<file path="src/rtl/zb_fifo_pkg.sv">
// Shared constants and helpers for the zb_param_fifo block.
// Default word width/depth, count-width function and sticky-error bit indices.
package zb_fifo_pkg;

    localparam int unsigned ZbDefDataW = 4;
    localparam int unsigned ZbDefDepth = 16;

    localparam int unsigned ErrOverflow  = 0;
    localparam int unsigned ErrUnderflow = 1;
    localparam int unsigned NumErr       = 2;

    // Occupancy needs to represent 0..DEPTH inclusive.
    function automatic int unsigned zb_count_w(input int unsigned depth);
        return $clog2(depth) + 1;
    endfunction

endpackage

</file>
<file path="src/rtl/zb_fifo_ram.sv">
// DATA_W x DEPTH storage: one write port, one registered read port.
// WRITE_FIRST forwards same-address write data to the read register.
module zb_fifo_ram #(
    parameter int unsigned DATA_W      = 4,
    parameter int unsigned DEPTH       = 16,
    parameter bit          WRITE_FIRST = 1'b0
) (
    input  logic                     i_clk,
    input  logic                     i_rst,
    input  logic                     i_we,
    input  logic [$clog2(DEPTH)-1:0] i_waddr,
    input  logic [DATA_W-1:0]        i_wdata,
    input  logic                     i_re,
    input  logic [$clog2(DEPTH)-1:0] i_raddr,
    output logic [DATA_W-1:0]        o_rdata
);

    logic [DATA_W-1:0] r_mem [DEPTH];
    logic [DATA_W-1:0] r_rdata;

    always_ff @(posedge i_clk) begin
        if (i_we) begin
            r_mem[i_waddr] <= i_wdata;
        end
    end

    // Only the output register is reset; the array contents are don't-care.
    always_ff @(posedge i_clk or posedge i_rst) begin
        if (i_rst) begin
            r_rdata <= '0;
        end else if (i_re) begin
            if (WRITE_FIRST && i_we && (i_waddr == i_raddr)) begin
                r_rdata <= i_wdata;
            end else begin
                r_rdata <= r_mem[i_raddr];
            end
        end
    end

    assign o_rdata = r_rdata;

endmodule

</file>
<file path="src/rtl/zb_param_fifo.sv">
// Parameterised synchronous FIFO with threshold flags and sticky error flags.
// Define ZB_FIFO_FWFT_EN for first-word-fall-through; default is registered read.
module zb_param_fifo
    import zb_fifo_pkg::*;
#(
    parameter int unsigned DATA_W    = ZbDefDataW,
    parameter int unsigned DEPTH     = ZbDefDepth,
    parameter int unsigned AF_THRESH = DEPTH - 2,
    parameter int unsigned AE_THRESH = 2
) (
    input  logic                     inClock,
    input  logic                     inReset,
    input  logic                     inWriteEnable,
    input  logic [DATA_W-1:0]        inData,
    input  logic                     inReadEnable,
    input  logic                     inClearFlags,
    output logic [DATA_W-1:0]        outData,
    output logic                     outValid,
    output logic                     outFull,
    output logic                     outEmpty,
    output logic                     outAlmostFull,
    output logic                     outAlmostEmpty,
    output logic [$clog2(DEPTH):0]   outCount,
    output logic                     outOverflow,
    output logic                     outUnderflow
);

    localparam int unsigned AW = $clog2(DEPTH);
    localparam int unsigned CW = zb_count_w(DEPTH);

    localparam logic [CW-1:0] FullLvl = CW'(DEPTH);
    localparam logic [CW-1:0] AfLvl   = CW'(AF_THRESH);
    localparam logic [CW-1:0] AeLvl   = CW'(AE_THRESH);

    if (DEPTH < 2 || DEPTH > 256 || (DEPTH & (DEPTH - 1)) != 0) begin : g_bad_depth
        $error("zb_param_fifo: DEPTH must be a power of two in 2..256");
    end
    if (!(AE_THRESH < AF_THRESH && AF_THRESH <= DEPTH)) begin : g_bad_thresh
        $error("zb_param_fifo: need AE_THRESH < AF_THRESH <= DEPTH");
    end
    if (DATA_W < 1 || DATA_W > 32) begin : g_bad_width
        $error("zb_param_fifo: DATA_W must be in 1..32");
    end

    logic [AW-1:0]     r_wr_ptr;
    logic [AW-1:0]     r_rd_ptr;
    logic [CW-1:0]     r_count;
    logic [NumErr-1:0] r_err;

    logic              w_rd_acc;
    logic              w_wr_acc;
    logic [AW-1:0]     w_wr_ptr_d;
    logic [AW-1:0]     w_rd_ptr_d;
    logic [CW-1:0]     w_count_d;
    logic [NumErr-1:0] w_err_set;
    logic [NumErr-1:0] w_err_d;
    logic              w_ram_re;
    logic [AW-1:0]     w_ram_raddr;
    logic [DATA_W-1:0] w_ram_rdata;

    always_comb begin
        w_rd_acc = inReadEnable && (r_count != '0);
        // A full FIFO still takes a write when a read frees a slot on the same edge.
        w_wr_acc = inWriteEnable && ((r_count != FullLvl) || w_rd_acc);

        w_wr_ptr_d = w_wr_acc ? r_wr_ptr + 1'b1 : r_wr_ptr;
        w_rd_ptr_d = w_rd_acc ? r_rd_ptr + 1'b1 : r_rd_ptr;

        w_count_d = r_count;
        unique case ({w_wr_acc, w_rd_acc})
            2'b10:   w_count_d = r_count + 1'b1;
            2'b01:   w_count_d = r_count - 1'b1;
            default: w_count_d = r_count;
        endcase

        w_err_set               = '0;
        w_err_set[ErrOverflow]  = inWriteEnable && !w_wr_acc;
        w_err_set[ErrUnderflow] = inReadEnable && (r_count == '0);
        // New errors win over a simultaneous clear.
        w_err_d = (inClearFlags ? '0 : r_err) | w_err_set;
    end

    always_ff @(posedge inClock or posedge inReset) begin
        if (inReset) begin
            r_wr_ptr <= '0;
            r_rd_ptr <= '0;
            r_count  <= '0;
            r_err    <= '0;
        end else begin
            r_wr_ptr <= w_wr_ptr_d;
            r_rd_ptr <= w_rd_ptr_d;
            r_count  <= w_count_d;
            r_err    <= w_err_d;
        end
    end

`ifdef ZB_FIFO_FWFT_EN
    localparam bit RamWriteFirst = 1'b1;

    // Continuously prefetch the post-edge head so it is on outData after every edge.
    assign w_ram_re    = 1'b1;
    assign w_ram_raddr = w_rd_ptr_d;
    assign outValid    = !outEmpty;
`else
    localparam bit RamWriteFirst = 1'b0;

    logic r_valid;

    assign w_ram_re    = w_rd_acc;
    assign w_ram_raddr = r_rd_ptr;

    always_ff @(posedge inClock or posedge inReset) begin
        if (inReset) begin
            r_valid <= 1'b0;
        end else begin
            r_valid <= w_rd_acc;
        end
    end

    assign outValid = r_valid;
`endif

    zb_fifo_ram #(
        .DATA_W      (DATA_W),
        .DEPTH       (DEPTH),
        .WRITE_FIRST (RamWriteFirst)
    ) u_ram (
        .i_clk   (inClock),
        .i_rst   (inReset),
        .i_we    (w_wr_acc),
        .i_waddr (r_wr_ptr),
        .i_wdata (inData),
        .i_re    (w_ram_re),
        .i_raddr (w_ram_raddr),
        .o_rdata (w_ram_rdata)
    );

    assign outData        = w_ram_rdata;
    assign outCount       = r_count;
    assign outFull        = (r_count == FullLvl);
    assign outEmpty       = (r_count == '0);
    assign outAlmostFull  = (r_count >= AfLvl);
    assign outAlmostEmpty = (r_count <= AeLvl);
    assign outOverflow    = r_err[ErrOverflow];
    assign outUnderflow   = r_err[ErrUnderflow];

endmodule

</file>
<file path="config.mk">
export PLATFORM = sky130hd
export DESIGN_NAME = zb_param_fifo
export DESIGN_NICKNAME = d
export VERILOG_FILES = /design/src/rtl/zb_fifo_pkg.sv /design/src/rtl/zb_fifo_ram.sv /design/src/rtl/zb_param_fifo.sv
export SDC_FILE = /design/constraint.sdc
export NUM_CORES = 1
export LEC_CHECK = 0
export CAP_MARGIN = 10
export CORE_ASPECT_RATIO = 1.2
export CORE_MARGIN = 4
export CORE_UTILIZATION = 55
export CTS_BUF_LIST = sky130_fd_sc_hd__clkbuf_4 sky130_fd_sc_hd__clkbuf_8
export DETAILED_ROUTE_END_ITERATION = 8
export GPL_TIMING_DRIVEN = 0
export PLACE_DENSITY = 0.89
export RECOVER_POWER = 100
export SYNTH_ARGS = -nofsm -noshare
export SYNTH_HDL_FRONTEND = slang
export SYNTH_SLANG_ARGS = --single-unit
</file>
<file path="constraint.sdc">
create_clock -name inClock -period 2.9 [get_ports inClock]
set_input_delay 0.29 -clock inClock [delete_from_list [all_inputs] [get_ports inClock]]
set_output_delay 0.29 -clock inClock [all_outputs]
set_load 0.01 [all_outputs]
</file>
==> results.cfg <==
[route]
first_pass_iters = 4
drc = 0
viasPerCell = 5.89
wl_per_cell_um = 19.6
finalWirelength_um = 6680
vias = 2007
first_iter_violations = 174
drtAntennaViolNets = 0

[yosys]
synth_cell_type_count = 42
postSynthCellCount = 220
syn_avg_cell_area_um2 = 16.2
yosysWarningCount = 0
yosys_register_bits = 84
async_reset_ff_frac = 0.238
synth_area_mm2 = 0.00357
synth-edff-count = 64
synth_commonest_cells = edfxtp_1, dfrtp_1, mux4_2
ys.flop_type = edfxtp_1
syn-num-nets = 237
yosysSeqAreaShare = 0.678
synth_top_cell_area_share = 0.538
yosys-top-cells-area = edfxtp_1, dfrtp_1, mux4_2
yosysMostFrequentCell = edfxtp_1
yosysTopAreaCell = edfxtp_1

[clocking]
clock_sinks = 84
htree_levels = 3
cts_buffers = 9
cts_root_buffer = clkbuf_8
hold_buffers = 0
cts_tree = yes
cts.path.max_buffers = 2
path_clk_slew_ns = 0.09
insertion_delay_ns = 0.35

[final_layout]
area_delta_synth_final_pct = 15.8
antenna_cells = 0
fin_cells = 341
final_layout_size_suffix_gt1_frac = 0.185
final_nets = 271
design_area_mm2 = 0.00414

[sta]
slew_headroom = 0.493
final_hold_viol_count = 0
min_period_over_period = 0.979
slew_violations = 0
fin_skew_ns = 0.00965
period_minus_slack_ns = 2.84
worst_pin_slew_ns = 0.760
setup_viol = 0
fmax_mhz = 352

[pwr]
power.density_mw_per_mm2 = 944
vdd_ir_drop_max_mv = 0.525
power.leakage_uw = 0.00150

[global_routing]
grt_pass1_wl_um = 10700
grt_max_degree = 21
globalRouteOverflowTotal = 0
grtUsageTotal = 0.194
antenna_found_initial = 0
grt_pass1_vias = 2039

[critical_path]
cp.arrival_ns = 3.12
cp-end-kind = register
critPathMaxFanout = 10
start_kind = register
path_class = reg2reg
worstPathRequired_ns = 3.18

[floorplanning]
initial_core_util = 0.579
dieArea_mm2 = 0.00786
io_pins = 25
die_x_um = 81.6
coreArea_mm2 = 0.00617
die_y_um = 96.3
fp-row-count = 31

[placed_design]
placed_cells = 326
place_area_mm2 = 0.00392
globalplace.congestion = 0.766
place_hpwl_um = 4430
numPortBuffers = 24

[status]
status = complete, no violations

[worst_hold_path]
hold_class = reg2reg

[flow_run]
cap_violations = 0
-- per-stage QoR --
| step | power [µW] | util | setup TNS (ns) | setup slack (ns) | hold slack [ns] |
|---|---|---|---|---|---|
| 2_1_floorplan | 2630 | - | 0 | 0.0547 | 0.254 |
| 3_3_place_gp | 3040 | 0.635 | -0.0577 | -0.0529 | 0.460 |
| 3_5_place_dp | 3090 | 0.635 | -0.397 | -0.260 | 0.466 |
| 4_1_cts | 3940 | 0.671 | 0 | 0.0366 | 0.399 |
| 5_1_grt | 4120 | 0.671 | -0.0269 | -0.0269 | 0.503 |
| 6_report | 3910 | 0.671 | 0 | 0.0605 | 0.475 |
-- power by group --
part | switching (µW) | internal (µW) | leakage [µW]
clock | 443 | 413 | 0.000107
combinational | 749 | 665 | 0.000577
sequential | 117 | 1520 | 0.000819
-- worst paths after layout --
| check | from | to | slack, ns | depth (start not counted) |
|---|---|---|---|---|
| min in group asynchronous | inReset | r_err[1] | 0.50 | 2 |
| worst min register to register | u_ram.o_rdata[3] | u_ram.o_rdata[3] | 0.47 | 1 |
| max in group asynchronous | inReset | r_wr_ptr[1] | 1.91 | 2 |
| worst max-delay path | outCount[1] | outCount[4] | 0.06 | 12 |
| worst min-delay path | u_ram.o_rdata[3] | u_ram.o_rdata[3] | 0.47 | 1 |
| worst max register to register | outCount[1] | outCount[4] | 0.06 | 12 |
-- routing by layer --
metal | vias up | share of wire | global-route usage
met4 | 0 | 0.039 | 0.119
met5 | - | 0 | 0
li1 | 900 | - | -
met2 | 85 | 0.52 | 0.317
met3 | 22 | 0.062 | 0.0412
met1 | 1000 | 0.38 | 0.234
-- state kept, by name (all words and copies together) (netlist names) --
signal,flops
u_ram.o_rdata,4
r_rd_ptr,4
u_ram.r_mem,64
r_wr_ptr,4
outValid,1
r_err,2
outCount,5
-- cell type report --
cell class | instances | area, µm²
clock buffer | 9 | 124
buffer | 12 | 70.1
timing repair buffer | 25 | 248
inverter | 9 | 36.3
clock inverter | 7 | 81.3
fill | 398 | 2030
tap | 82 | 103
sequential | 84 | 2420
multi-input combinational | 113 | 1050
-- cells in the final DEF, fill, tap and decap left out, types with 2 or more instances in the layout --
master / Yosys / layout
edfxtp_1: 64 / 64
nor2_1: 14 / 14
nand4_1: 1 / 2
dlygate4sd3_1: 0 / 21
nand2b_1: 3 / 3
mux4_2: 16 / 16
buf_6: 2 / 2
inv_6: 0 / 3
clkbuf_8: 0 / 9
a21oi_1: 2 / 2
a21o_1: 5 / 5
xnor2_1: 8 / 8
nand2_1: 11 / 12
buf_4: 2 / 3
buf_1: 2 / 2
o21ai_0: 3 / 2
or2_2: 2 / 2
ha_1: 8 / 6
nor2b_1: 2 / 2
mux2i_1: 4 / 4
nor3_1: 4 / 4
dfrtp_1: 20 / 20
inv_1: 9 / 8
a211oi_1: 4 / 4
clkbuf_1: 5 / 4
buf_2: 3 / 2
clkdlybuf4s50_1: 0 / 3
o22ai_1: 5 / 5
xor2_1: 4 / 3
o21ai_1: 1 / 2
-- cell families (layout without fill, tap and decap cells) --
group / Yosys count / count (layout) / synth area share
flip-flops: 84 / 84 / 0.678
AND/OR/NAND/NOR: 45 / 45 / 0.0658
AO/OA/AOI/OAI: 27 / 27 / 0.0522
buffers and inverters: 23 / 62 / 0.0315
multiplexers: 21 / 21 / 0.115
XOR/XNOR: 12 / 12 / 0.0294
adder cells (fa/ha/maj): 8 / 8 / 0.0280
-- critical path: stages, from the launching register on --
cell	delay (ns)
dfrtp_1	0.40
buf_6	0.15
or4_4	0.52
o31a_1	0.27
buf_6	0.14
inv_4	0.07
ha_4	0.14
xor2_2	0.19
ha_2	0.24
and3b_1	0.16
o21ai_1	0.09
a31oi_2	0.27
xnor2_1	0.14
-- timing repair --
action	in CTS	in global routing
pin swaps	1	1
endpoints found under the setup margin	2	1
setup buffers	1	0
gates resized for setup	3	5
Note: power is estimated with default switching activity, not from simulation.
